$ cat config.mk
export PLATFORM = sky130hd
export DESIGN_NAME = mips_multicycle_ctrl_flat
export DESIGN_NICKNAME = d
export VERILOG_FILES = /design/src/rtl/mips_multicycle_ctrl_if.sv /design/src/rtl/mips_multicycle_ctrl.sv /design/src/flat_wrapper.sv
export SDC_FILE = /design/constraint.sdc
export NUM_CORES = 1
export LEC_CHECK = 0
export ABC_AREA = 1
export CORE_MARGIN = 5
export CORE_UTILIZATION = 47
export DETAILED_ROUTE_END_ITERATION = 6
export PLACE_DENSITY = 0.87
export SLEW_MARGIN = 20
export SYNTH_ARGS = -nofsm -noshare
export SYNTH_HDL_FRONTEND = slang
export SYNTH_SLANG_ARGS = --single-unit
$ cat constraint.sdc
create_clock -name clk -period 1.5 [get_ports clk]
set_input_delay 0.225 -clock clk [delete_from_list [all_inputs] [get_ports clk]]
set_output_delay 0.225 -clock clk [all_outputs]
set_load 0.03 [all_outputs]
$ cat src/rtl/mips_multicycle_ctrl_if.sv
// ---------------------------------------------------------------------------
// mips_multicycle_ctrl_if
//
// Bundle between the multicycle control FSM and the MIPS-lite datapath.
//
//   Datapath -> control : opcode[5:0] (IR[31:26]), mem_ready
//   Control -> datapath : pc_write, pc_write_cond, pc_source[1:0], i_or_d,
//                         mem_read, mem_write, ir_write, reg_dst[1:0],
//                         mem_to_reg[1:0], reg_write, alu_src_a,
//                         alu_src_b[1:0], alu_op[1:0]
//   Status              : state[3:0], illegal, retired[15:0]
//
// modport master : the control FSM (drives strobes and status)
// modport slave  : the datapath / memory side (drives opcode and mem_ready)
// ---------------------------------------------------------------------------
interface mips_multicycle_ctrl_if;
    logic [5:0]  opcode;
    logic        mem_ready;

    logic        pc_write;
    logic        pc_write_cond;
    logic [1:0]  pc_source;
    logic        i_or_d;
    logic        mem_read;
    logic        mem_write;
    logic        ir_write;
    logic [1:0]  reg_dst;
    logic [1:0]  mem_to_reg;
    logic        reg_write;
    logic        alu_src_a;
    logic [1:0]  alu_src_b;
    logic [1:0]  alu_op;

    logic [3:0]  state;
    logic        illegal;
    logic [15:0] retired;

    modport master (
        input  opcode, mem_ready,
        output pc_write, pc_write_cond, pc_source, i_or_d, mem_read,
               mem_write, ir_write, reg_dst, mem_to_reg, reg_write,
               alu_src_a, alu_src_b, alu_op, state, illegal, retired
    );

    modport slave (
        output opcode, mem_ready,
        input  pc_write, pc_write_cond, pc_source, i_or_d, mem_read,
               mem_write, ir_write, reg_dst, mem_to_reg, reg_write,
               alu_src_a, alu_src_b, alu_op, state, illegal, retired
    );
endinterface

$ cat src/rtl/mips_multicycle_ctrl.sv
// ---------------------------------------------------------------------------
// mips_multicycle_ctrl
//
// Multicycle control FSM for the MIPS-lite datapath (R-type, lw, sw, beq, j,
// jal). Sequences the shared memory port, register file, ALU and PC through
// fetch/decode/execute/memory/writeback steps, stalling on mem_ready during
// memory accesses. Also keeps a 16-bit retired-instruction counter and a
// sticky illegal-opcode flag.
//
// Ports:
//   clk    : rising-edge clock
//   rst_n  : asynchronous active-low reset
//   bus    : mips_multicycle_ctrl_if.master (opcode/mem_ready in,
//            datapath control strobes, state, illegal, retired out)
// ---------------------------------------------------------------------------
module mips_multicycle_ctrl (
    input  logic                   clk,
    input  logic                   rst_n,
    mips_multicycle_ctrl_if.master bus
);

    typedef enum logic [3:0] {
        S_FETCH  = 4'd0,
        S_DECODE = 4'd1,
        S_MEMADR = 4'd2,
        S_MEMRD  = 4'd3,
        S_MEMWB  = 4'd4,
        S_MEMWR  = 4'd5,
        S_EXEC   = 4'd6,
        S_RWB    = 4'd7,
        S_BRANCH = 4'd8,
        S_JUMP   = 4'd9,
        S_JAL    = 4'd10
    } state_e;

    localparam logic [5:0] OP_R   = 6'b000000;
    localparam logic [5:0] OP_LW  = 6'b100011;
    localparam logic [5:0] OP_SW  = 6'b101011;
    localparam logic [5:0] OP_BEQ = 6'b000100;
    localparam logic [5:0] OP_J   = 6'b000010;
    localparam logic [5:0] OP_JAL = 6'b000011;

    state_e      state_q, state_d;
    logic [15:0] retired_q, retired_d;
    logic        illegal_q, illegal_d;
    logic        retire;

    // Raw (pre-reset-gating) control decode
    logic        pc_write_c;
    logic        pc_write_cond_c;
    logic [1:0]  pc_source_c;
    logic        i_or_d_c;
    logic        mem_read_c;
    logic        mem_write_c;
    logic        ir_write_c;
    logic [1:0]  reg_dst_c;
    logic [1:0]  mem_to_reg_c;
    logic        reg_write_c;
    logic        alu_src_a_c;
    logic [1:0]  alu_src_b_c;
    logic [1:0]  alu_op_c;

    // ------------------------------------------------------------------
    // Next-state, retire and illegal-flag logic
    // ------------------------------------------------------------------
    always_comb begin
        state_d   = S_FETCH;
        illegal_d = illegal_q;
        retire    = 1'b0;

        case (state_q)
            S_FETCH:  state_d = bus.mem_ready ? S_DECODE : S_FETCH;
            S_DECODE: begin
                case (bus.opcode)
                    OP_R:          state_d = S_EXEC;
                    OP_LW, OP_SW:  state_d = S_MEMADR;
                    OP_BEQ:        state_d = S_BRANCH;
                    OP_J:          state_d = S_JUMP;
                    OP_JAL:        state_d = S_JAL;
                    default: begin
                        state_d   = S_FETCH;
                        illegal_d = 1'b1;
                    end
                endcase
            end
            // Opcode is looked at again here; anything that is no longer a
            // load/store abandons the instruction without retiring it.
            S_MEMADR: begin
                if (bus.opcode == OP_LW)
                    state_d = S_MEMRD;
                else if (bus.opcode == OP_SW)
                    state_d = S_MEMWR;
                else
                    state_d = S_FETCH;
            end
            S_MEMRD:  state_d = bus.mem_ready ? S_MEMWB : S_MEMRD;
            S_MEMWB: begin
                state_d = S_FETCH;
                retire  = 1'b1;
            end
            S_MEMWR: begin
                if (bus.mem_ready) begin
                    state_d = S_FETCH;
                    retire  = 1'b1;
                end else begin
                    state_d = S_MEMWR;
                end
            end
            S_EXEC:   state_d = S_RWB;
            S_RWB, S_BRANCH, S_JUMP, S_JAL: begin
                state_d = S_FETCH;
                retire  = 1'b1;
            end
            default:  state_d = S_FETCH;
        endcase

        // 16-bit add wraps FFFF -> 0 naturally
        retired_d = retire ? (retired_q + 16'd1) : retired_q;
    end

    always_ff @(posedge clk or negedge rst_n) begin
        if (!rst_n) begin
            state_q   <= S_FETCH;
            retired_q <= 16'd0;
            illegal_q <= 1'b0;
        end else begin
            state_q   <= state_d;
            retired_q <= retired_d;
            illegal_q <= illegal_d;
        end
    end

    // ------------------------------------------------------------------
    // Output decode from the state register. The only input-dependent
    // terms are ir_write/pc_write in FETCH, gated by mem_ready.
    // ------------------------------------------------------------------
    always_comb begin
        pc_write_c      = 1'b0;
        pc_write_cond_c = 1'b0;
        pc_source_c     = 2'b00;
        i_or_d_c        = 1'b0;
        mem_read_c      = 1'b0;
        mem_write_c     = 1'b0;
        ir_write_c      = 1'b0;
        reg_dst_c       = 2'b00;
        mem_to_reg_c    = 2'b00;
        reg_write_c     = 1'b0;
        alu_src_a_c     = 1'b0;
        alu_src_b_c     = 2'b00;
        alu_op_c        = 2'b00;

        case (state_q)
            S_FETCH: begin
                mem_read_c  = 1'b1;
                alu_src_b_c = 2'b01;
                ir_write_c  = bus.mem_ready;
                pc_write_c  = bus.mem_ready;
            end
            S_DECODE: begin
                alu_src_b_c = 2'b11;
            end
            S_MEMADR: begin
                alu_src_a_c = 1'b1;
                alu_src_b_c = 2'b10;
            end
            S_MEMRD: begin
                mem_read_c = 1'b1;
                i_or_d_c   = 1'b1;
            end
            S_MEMWB: begin
                reg_write_c  = 1'b1;
                mem_to_reg_c = 2'b01;
            end
            S_MEMWR: begin
                mem_write_c = 1'b1;
                i_or_d_c    = 1'b1;
            end
            S_EXEC: begin
                alu_src_a_c = 1'b1;
                alu_op_c    = 2'b10;
            end
            S_RWB: begin
                reg_write_c = 1'b1;
                reg_dst_c   = 2'b01;
            end
            S_BRANCH: begin
                alu_src_a_c     = 1'b1;
                alu_op_c        = 2'b01;
                pc_write_cond_c = 1'b1;
                pc_source_c     = 2'b01;
            end
            S_JUMP: begin
                pc_write_c  = 1'b1;
                pc_source_c = 2'b10;
            end
            // PC already holds PC+4 here, so $31 gets the return address
            S_JAL: begin
                pc_write_c   = 1'b1;
                pc_source_c  = 2'b10;
                reg_write_c  = 1'b1;
                reg_dst_c    = 2'b10;
                mem_to_reg_c = 2'b10;
            end
            default: ;
        endcase
    end

    // While rst_n is low every strobe is forced off, even FETCH's mem_read,
    // so nothing reaches memory or the register file during reset.
    assign bus.pc_write      = rst_n & pc_write_c;
    assign bus.pc_write_cond = rst_n & pc_write_cond_c;
    assign bus.pc_source     = {2{rst_n}} & pc_source_c;
    assign bus.i_or_d        = rst_n & i_or_d_c;
    assign bus.mem_read      = rst_n & mem_read_c;
    assign bus.mem_write     = rst_n & mem_write_c;
    assign bus.ir_write      = rst_n & ir_write_c;
    assign bus.reg_dst       = {2{rst_n}} & reg_dst_c;
    assign bus.mem_to_reg    = {2{rst_n}} & mem_to_reg_c;
    assign bus.reg_write     = rst_n & reg_write_c;
    assign bus.alu_src_a     = rst_n & alu_src_a_c;
    assign bus.alu_src_b     = {2{rst_n}} & alu_src_b_c;
    assign bus.alu_op        = {2{rst_n}} & alu_op_c;

    assign bus.state   = state_q;
    assign bus.illegal = illegal_q;
    assign bus.retired = retired_q;

endmodule

$ cat src/flat_wrapper.sv
// flat-port wrapper written by rule: the top's interface ports become plain ports
module mips_multicycle_ctrl_flat 
  (clk, rst_n, bus_opcode, bus_mem_ready, bus_pc_write, bus_pc_write_cond, bus_pc_source, bus_i_or_d, bus_mem_read, bus_mem_write, bus_ir_write, bus_reg_dst, bus_mem_to_reg, bus_reg_write, bus_alu_src_a, bus_alu_src_b, bus_alu_op, bus_state, bus_illegal, bus_retired);
  mips_multicycle_ctrl_if bus_i ();
  input  logic clk;
  input  logic rst_n;
  input wire logic [$bits(bus_i.opcode)-1:0] bus_opcode;
  input wire logic [$bits(bus_i.mem_ready)-1:0] bus_mem_ready;
  output wire logic [$bits(bus_i.pc_write)-1:0] bus_pc_write;
  output wire logic [$bits(bus_i.pc_write_cond)-1:0] bus_pc_write_cond;
  output wire logic [$bits(bus_i.pc_source)-1:0] bus_pc_source;
  output wire logic [$bits(bus_i.i_or_d)-1:0] bus_i_or_d;
  output wire logic [$bits(bus_i.mem_read)-1:0] bus_mem_read;
  output wire logic [$bits(bus_i.mem_write)-1:0] bus_mem_write;
  output wire logic [$bits(bus_i.ir_write)-1:0] bus_ir_write;
  output wire logic [$bits(bus_i.reg_dst)-1:0] bus_reg_dst;
  output wire logic [$bits(bus_i.mem_to_reg)-1:0] bus_mem_to_reg;
  output wire logic [$bits(bus_i.reg_write)-1:0] bus_reg_write;
  output wire logic [$bits(bus_i.alu_src_a)-1:0] bus_alu_src_a;
  output wire logic [$bits(bus_i.alu_src_b)-1:0] bus_alu_src_b;
  output wire logic [$bits(bus_i.alu_op)-1:0] bus_alu_op;
  output wire logic [$bits(bus_i.state)-1:0] bus_state;
  output wire logic [$bits(bus_i.illegal)-1:0] bus_illegal;
  output wire logic [$bits(bus_i.retired)-1:0] bus_retired;
  assign bus_i.opcode = bus_opcode;
  assign bus_i.mem_ready = bus_mem_ready;
  assign bus_pc_write = bus_i.pc_write;
  assign bus_pc_write_cond = bus_i.pc_write_cond;
  assign bus_pc_source = bus_i.pc_source;
  assign bus_i_or_d = bus_i.i_or_d;
  assign bus_mem_read = bus_i.mem_read;
  assign bus_mem_write = bus_i.mem_write;
  assign bus_ir_write = bus_i.ir_write;
  assign bus_reg_dst = bus_i.reg_dst;
  assign bus_mem_to_reg = bus_i.mem_to_reg;
  assign bus_reg_write = bus_i.reg_write;
  assign bus_alu_src_a = bus_i.alu_src_a;
  assign bus_alu_src_b = bus_i.alu_src_b;
  assign bus_alu_op = bus_i.alu_op;
  assign bus_state = bus_i.state;
  assign bus_illegal = bus_i.illegal;
  assign bus_retired = bus_i.retired;
  mips_multicycle_ctrl u_core (.clk(clk), .rst_n(rst_n), .bus(bus_i));
endmodule
==> results.md, run 1 <==
- Status: finished, violations left
- Violated checks: negative setup slack
- Unrepaired setup endpoints after global routing: yes
- Die X: 67.5 um
- GRT Util Overall: between 20% and 30%
- Global route overflow: 0
- ANT nets after route: 0
- Number of port buffers: 47
- Post-layout nets: between 300 and 400
- Pwr/cell area: 845 nW/um^2
- Routability cong.: 0.974
- CP Capture Type: output pin
- Total Wirelength: around 7 mm
- IO Pins: 48
- Min-Delay Path Class: primary input to asynchronous set/reset pin
- Total via count in the routed design: 2077
- Synth area leader: dfrtp_1
- CTS sink cnt: 21
- Fin crit share: 122%
- Crit Path Class: flop to output pin
- Rows: 20
- Startpoint Class: flop
- Final count of hold timing violations: 0
- Worst-Margin Slew: 0.327 ns
- Setup slack at placement: -0.0186 ns
- Worst stage delay on the critical path: 0.49 ns
- Post-DP HPWL: 3.11 mm
- Clk_skew: about 0.0022 ns
- Syn avg cell area: 6.78 um^2
- Die footprint: 4550 um^2
- Max_cap viols: 0
- Residual DRC: 0
- CP Max Fanout: 5
- Unique masters post-synth: 29
- Clock buffer count from CTS: 3
- CTS Buffer Depth: 2
- VDD IR max: 0.906 mV
- Final cell count without fillers: around 350
- Vias per cell: 5.88
- Area growth syn-to-layout: 71.7%
- Async SR Flop Fraction: 100%
- Critical-path top delay cell: dfrtp_2
- Leakage power: 0.00122 uW
- Placed Area: ~2200 um^2
- Clk_lat worst skew: 0.33 ns
- Number of setup violations in the final report: 34
- Primary FF master, synth: dfrtp_1
- Fin crit period: 1.83 ns
- Worst-path cell chain: inv_2 -> nand2_4 -> nand2_4 -> inv_2 -> nand2_2 -> a21oi_2 -> buf_6
- First-pass GRT wire length: 8.89 mm
- Storage cell area: around 530 um^2
- Drt initial violations: 272
- Top post-synthesis cells by count: nand2_1 (77), nor2_1 (30), inv_1 (25)
- WP data required: 1.27 ns
- Vias in the first global route: 1900
- CTS clock-pin slew for the worst setup and hold paths: between 0.1 and 0.15 ns
- EDFF count, synth: 0
- FMAX: 546 MHz
- R2R Setup Slk: -0.10 ns
- Worst Slack Setup Final: -0.333 ns
- N_diodes: 0
- Power Total: around 2300 uW
- Largest net degree at the start of global routing: 14
- Total number of yosys warnings: 0
- Synth area leaders: dfrtp_1 (34%), nand2_1 (19%), nor2_1 (7.3%), inv_1 (6.0%), o21ai_2 (4.5%)
- Sequential share of the synthesized area: approximately 34%
- Slew headroom: approximately four fifths
- FF+latch count, synth: 21
- Fin area: around 2700 um^2
- Multi-input logic area: 1140 um^2
- Net Count, Synth: 239
- Worst Setup SP: u_core.bus.state[0]$_DFF_PN0_
- Post-synth top area share: 33.8%
- Reg-to-reg startpoint: u_core.bus.state[0]$_DFF_PN0_
- Starting Density: 50.0%
- Worst path arrival time: 1.61 ns
- Area of the core: between 3000 and 4000 um^2
- H-tree depth: 1
- DP Cell Count: 327
- Reg2reg path depth: 9
- Wire per inst: 19.8 um
- Post-Syn Instances: 229
- Mapped Area: ~1600 um^2
- TritonCTS clock tree: done
- Layout cells sized above 1: between 40% and 50%
- Reg2reg end: u_core.bus.retired[13]$_DFFE_PN0P_
- Layout fillers: 166
- Crit path capture: bus_pc_write
- Slew Viols, Final: 0
- Vert. Die Dim: approximately 67 um
- Count leader, synth: nand2_1
- DRT Pass-1 Iters: 5
- Antenna violations before repair: 0
- Clk root buf: clkbuf_4
## worst max-delay path: cells and delay by family (launching register included)
kind	cells	cell delay, ns
DFF	1	0.49
and+or+nand+nor	3	0.28
AOI/OAI and AO/OA	1	0.19
buffers and inverters	3	0.32
## power by group
part           internal [uW]  leakage [uW]  switching (uW)
combinational            466      0.000935             736
sequential               656      0.000268            97.2
clock                    102     0.0000139             195
total                   1220       0.00122            1030
## cell families (layout without fill, tap and decap cells)
family                   count (synthesis)  count (layout)  share of synthesized area [%]
AND/OR/NAND/NOR                        146             146                           41.7
buffers and inverters                   34             114                           10.3
flip-flops                              21              21                           33.8
AO/OA/AOI/OAI                           19              19                           8.30
XOR/XNOR                                 8               8                           5.00
adder cells (fa/ha/maj)                  1               1                          0.806
## layer usage
metal / global-route usage, % / vias to the layer above / part of all wire (%)
li1: - / 877 / -
met1: 28.7 / 953 / 36
met2: 46.9 / 188 / 48
met3: 3.66 / 59 / 9.4
met4: 17.2 / 0 / 6.7
met5: 0 / - / 0
## cell type report
class                           count  share of cell area (%)
Sequential cell                    21                    19.9
Clock inverter                      1                   0.282
Tap cell                           44                    2.06
Multi-Input combinational cell    174                    42.7
Inverter                           28                    4.79
Timing Repair inverter              1                   0.328
Clock buffer                        3                   0.845
Timing Repair Buffer               81                    29.1
## flip-flops by register name, summed over array words and instances (netlist names)
register	flops
u_core.bus.illegal	1
u_core.bus.state	4
u_core.bus.retired	16
## stage by stage
stage	hold WS [ns]	TNS [ns]	util [%]
after detailed placement	0.478	-0.0329	69.5
after CTS	0.276	-1.91	78.5
after floorplan	-0.0706	-0.258	-
final	0.299	-4.58	85.9
after global placement	0.482	-0.0198	69.5
after global routing	0.289	-6.00	85.9
## worst min-delay path by stage
stage,slack (ns),to,cells after the start
2_1_floorplan,-0.07,u_core.bus.illegal$_DFFE_PN0P_,0
3_3_place_gp,0.48,u_core.bus.illegal$_DFFE_PN0P_,1
3_5_place_dp,0.48,u_core.bus.illegal$_DFFE_PN0P_,1
4_1_cts,0.28,u_core.bus.retired[11]$_DFFE_PN0P_,2
5_1_grt,0.29,u_core.bus.retired[11]$_DFFE_PN0P_,2
6_report,0.30,u_core.bus.retired[11]$_DFFE_PN0P_,2
## what timing repair did
item                       4_1_cts  5_1_grt
gates cloned                     0        1
resized for setup               84       42
setup endpoints to repair       39       37
pin swaps                        8       10
buffers inserted                11       10
hold buffers                     0        0
hold endpoints to repair         0        0
## layout by cell type (no fill, tap or decap), types with 2 or more instances in the layout
master / n
nor2_4: 14
nor3_1: 2
nand3_4: 2
xor2_1: 4
dfrtp_1: 16
dfrtp_2: 5
buf_6: 23
nand2_8: 3
clkdlybuf4s50_1: 8
nand2_4: 7
nand2_1: 61
nor2_1: 13
dlygate4sd2_1: 18
a21oi_2: 3
nor2_2: 9
o21ai_1: 3
clkbuf_4: 3
inv_8: 2
nand3_1: 12
nand4_1: 6
inv_4: 3
o21ai_0: 2
buf_12: 3
xnor2_1: 3
buf_4: 27
inv_2: 4
nand2_2: 13
inv_1: 19
o21ai_2: 8
Note: power is estimated with default switching activity, not from simulation.
==> inputs of run 2 (changes only) <==
--- a/config.mk
+++ b/config.mk
@@ -6,10 +6,11 @@
 export NUM_CORES = 1
 export LEC_CHECK = 0
 export ABC_AREA = 1
+export ABC_CLOCK_PERIOD_IN_PS = 1500
 export CORE_MARGIN = 5
-export CORE_UTILIZATION = 47
+export CORE_UTILIZATION = 30
 export DETAILED_ROUTE_END_ITERATION = 6
-export PLACE_DENSITY = 0.87
+export PLACE_DENSITY = 0.63
 export SLEW_MARGIN = 20
 export SYNTH_ARGS = -nofsm -noshare
 export SYNTH_HDL_FRONTEND = slang
==> results.md, run 2 (same netlist as run 1, synthesis figures left out) <==
- Total Wirelength: about 4.3 mm
- Hold_buf cts: 0
- Layout fillers: 502
- Routability cong.: ~0.85
- Worst-Margin Slew: 0.330 ns
- Layout cells sized above 1: 37.3%
- Max FFs per register: 16
- Leakage power: 0.00120 uW
- Worst path arrival time: around 1.4 ns
- Max_cap viols: 0
- Fin crit share: 108%
- Die footprint: 6710 um^2
- Antenna violations before repair: 0
- Vias per cell: 4.43
- Clk_lat worst skew: 0.26 ns
- First-pass GRT wire length: 7.03 mm
- Clk_skew: roughly 0.004 ns
- Total via count in the routed design: 1638
- Vert. Die Dim: 81.9 um
- R2R Setup Slk: ~0.040 ns
- Vias in the first global route: 1539
- Startpoint Class: flop
- Die X: 81.9 um
- WP data required: 1.27 ns
- CP Max Fanout: 5
- Reg-to-reg startpoint: u_core.bus.state[0]$_DFF_PN0_
- DP Cell Count: 356
- Residual DRC: 0
- Drt initial violations: 36
- Fin crit period: 1.62 ns
- Multi-input logic area: just over 1000 um^2
- Clk root buf: clkbuf_8
- CP Capture Type: output pin
- Placed Area: ~2200 um^2
- Commonest non-fill, non-tap cells in the layout: nand2_1 (67), buf_4 (24), dlygate4sd2_1 (22)
- Setup slack at placement: -0.0889 ns
- Min-Delay Path Class: primary input to asynchronous set/reset pin
- Worst Slack Setup Final: -0.119 ns
- N_diodes: 0
- Largest net degree at the start of global routing: 22
- Area growth syn-to-layout: 62.2%
- ANT nets after route: 0
- Starting Density: 30.6%
- Storage cell area: 532 um^2
- CTS Buffer Depth: 2
- FMAX: between 600 and 700 MHz
- Number of port buffers: 47
- Worst Setup SP: u_core.bus.state[2]$_DFF_PN0_
- Violated checks: negative setup slack
- VDD IR max: 0.600 mV
- Commonest non-fill, non-tap cell in the layout: nand2_1
- Unrepaired setup endpoints after global routing: yes
- DRT Pass-1 Iters: 4
- H-tree depth: 1
- Rows: 26
- Final count of hold timing violations: 0
- Post-layout nets: 311
- Crit Path Class: flop to output pin
- Number of setup violations in the final report: 16
- Slew Viols, Final: 0
- Global route overflow: 0
- Power Total: 2120 uW
- CTS sink cnt: 21
- GRT Util Overall: a little over an eighth
- Final cell count without fillers: 370
- TritonCTS clock tree: done
- CTS clock-pin slew for the worst setup and hold paths: 0.08 ns
- Pwr/cell area: 843 nW/um^2
- Clock buffer count from CTS: 3
- Wire per inst: 11.7 um
- Area of the core: slightly above 5000 um^2
- Fin area: about 2500 um^2
- Post-DP HPWL: between 3 and 4 mm
- IO Pins: 48
- Status: finished, violations left
- Slew headroom: 78.1%
- Hold WS: 0.161 ns
-- run 2: critical path: stages, from the launching register on --
cell and delay [ns]:
dfrtp_2 0.47, nor2_4 0.19, nand2_2 0.13, a31oi_4 0.19, buf_6 0.15
-- run 2: where the power goes --
| part | switching (uW) | leakage [uW] | total, uW | internal [uW] |
|---|---|---|---|---|
| logic | 619 | 0.000906 | 1010 | 394 |
| clock network | 186 | 0.0000228 | 376 | 189 |
| registers | 79.3 | 0.000268 | 736 | 656 |
-- run 2: final timing paths --
kind | end | depth (start not counted)
setup / recovery | bus_alu_src_a | 4
hold / removal | u_core.bus.retired[14]$_DFFE_PN0P_ | 2
setup reg to reg | u_core.bus.retired[0]$_DFFE_PN0P_ | 8
hold reg to reg | u_core.bus.illegal$_DFFE_PN0P_ | 1
max in group asynchronous | u_core.bus.state[0]$_DFF_PN0_ | 2
min in group clk | u_core.bus.illegal$_DFFE_PN0P_ | 1
-- run 2: final cells by class --
cell class                 instances  area share (%)
clock buffer                       4            1.79
inverter                          28            4.67
timing repair buffer              73            27.9
tap                               70            3.48
multi-input combinational        174            41.0
sequential                        21            21.1
-- run 2: what timing repair did --
action	CTS	global route
setup endpoints to repair	39	29
gates cloned	0	0
resized for setup	43	40
endpoints found under the hold margin	0	0
pin swaps	2	13
buffers inserted	2	8
-- run 2: per-stage QoR --
step	setup TNS, ns	util (%)
3_5_place_dp	-0.417	43.8
6_report	-0.744	49.6
3_3_place_gp	-0.213	43.8
2_1_floorplan	-0.258	-
5_1_grt	-1.86	49.6
4_1_cts	-1.00	45.6
-- run 2: layer usage --
metal	vias up	routed length [um]	track usage (%)
li1	854	-	-
met1	753	1910	16.7
met2	26	2210	22.9
met3	5	170	1.75
met4	0	63	4.65
met5	-	0	0
==> inputs of run 3 (changes only) <==
--- a/config.mk
+++ b/config.mk
@@ -9,6 +9,7 @@
 export ABC_CLOCK_PERIOD_IN_PS = 1500
 export CORE_MARGIN = 5
 export CORE_UTILIZATION = 30
+export CTS_CLUSTER_SIZE = 28
 export DETAILED_ROUTE_END_ITERATION = 6
 export PLACE_DENSITY = 0.63
 export SLEW_MARGIN = 20
==> results of run 3 <==
Final layout, timing and power as in run 2 (identical DEF).
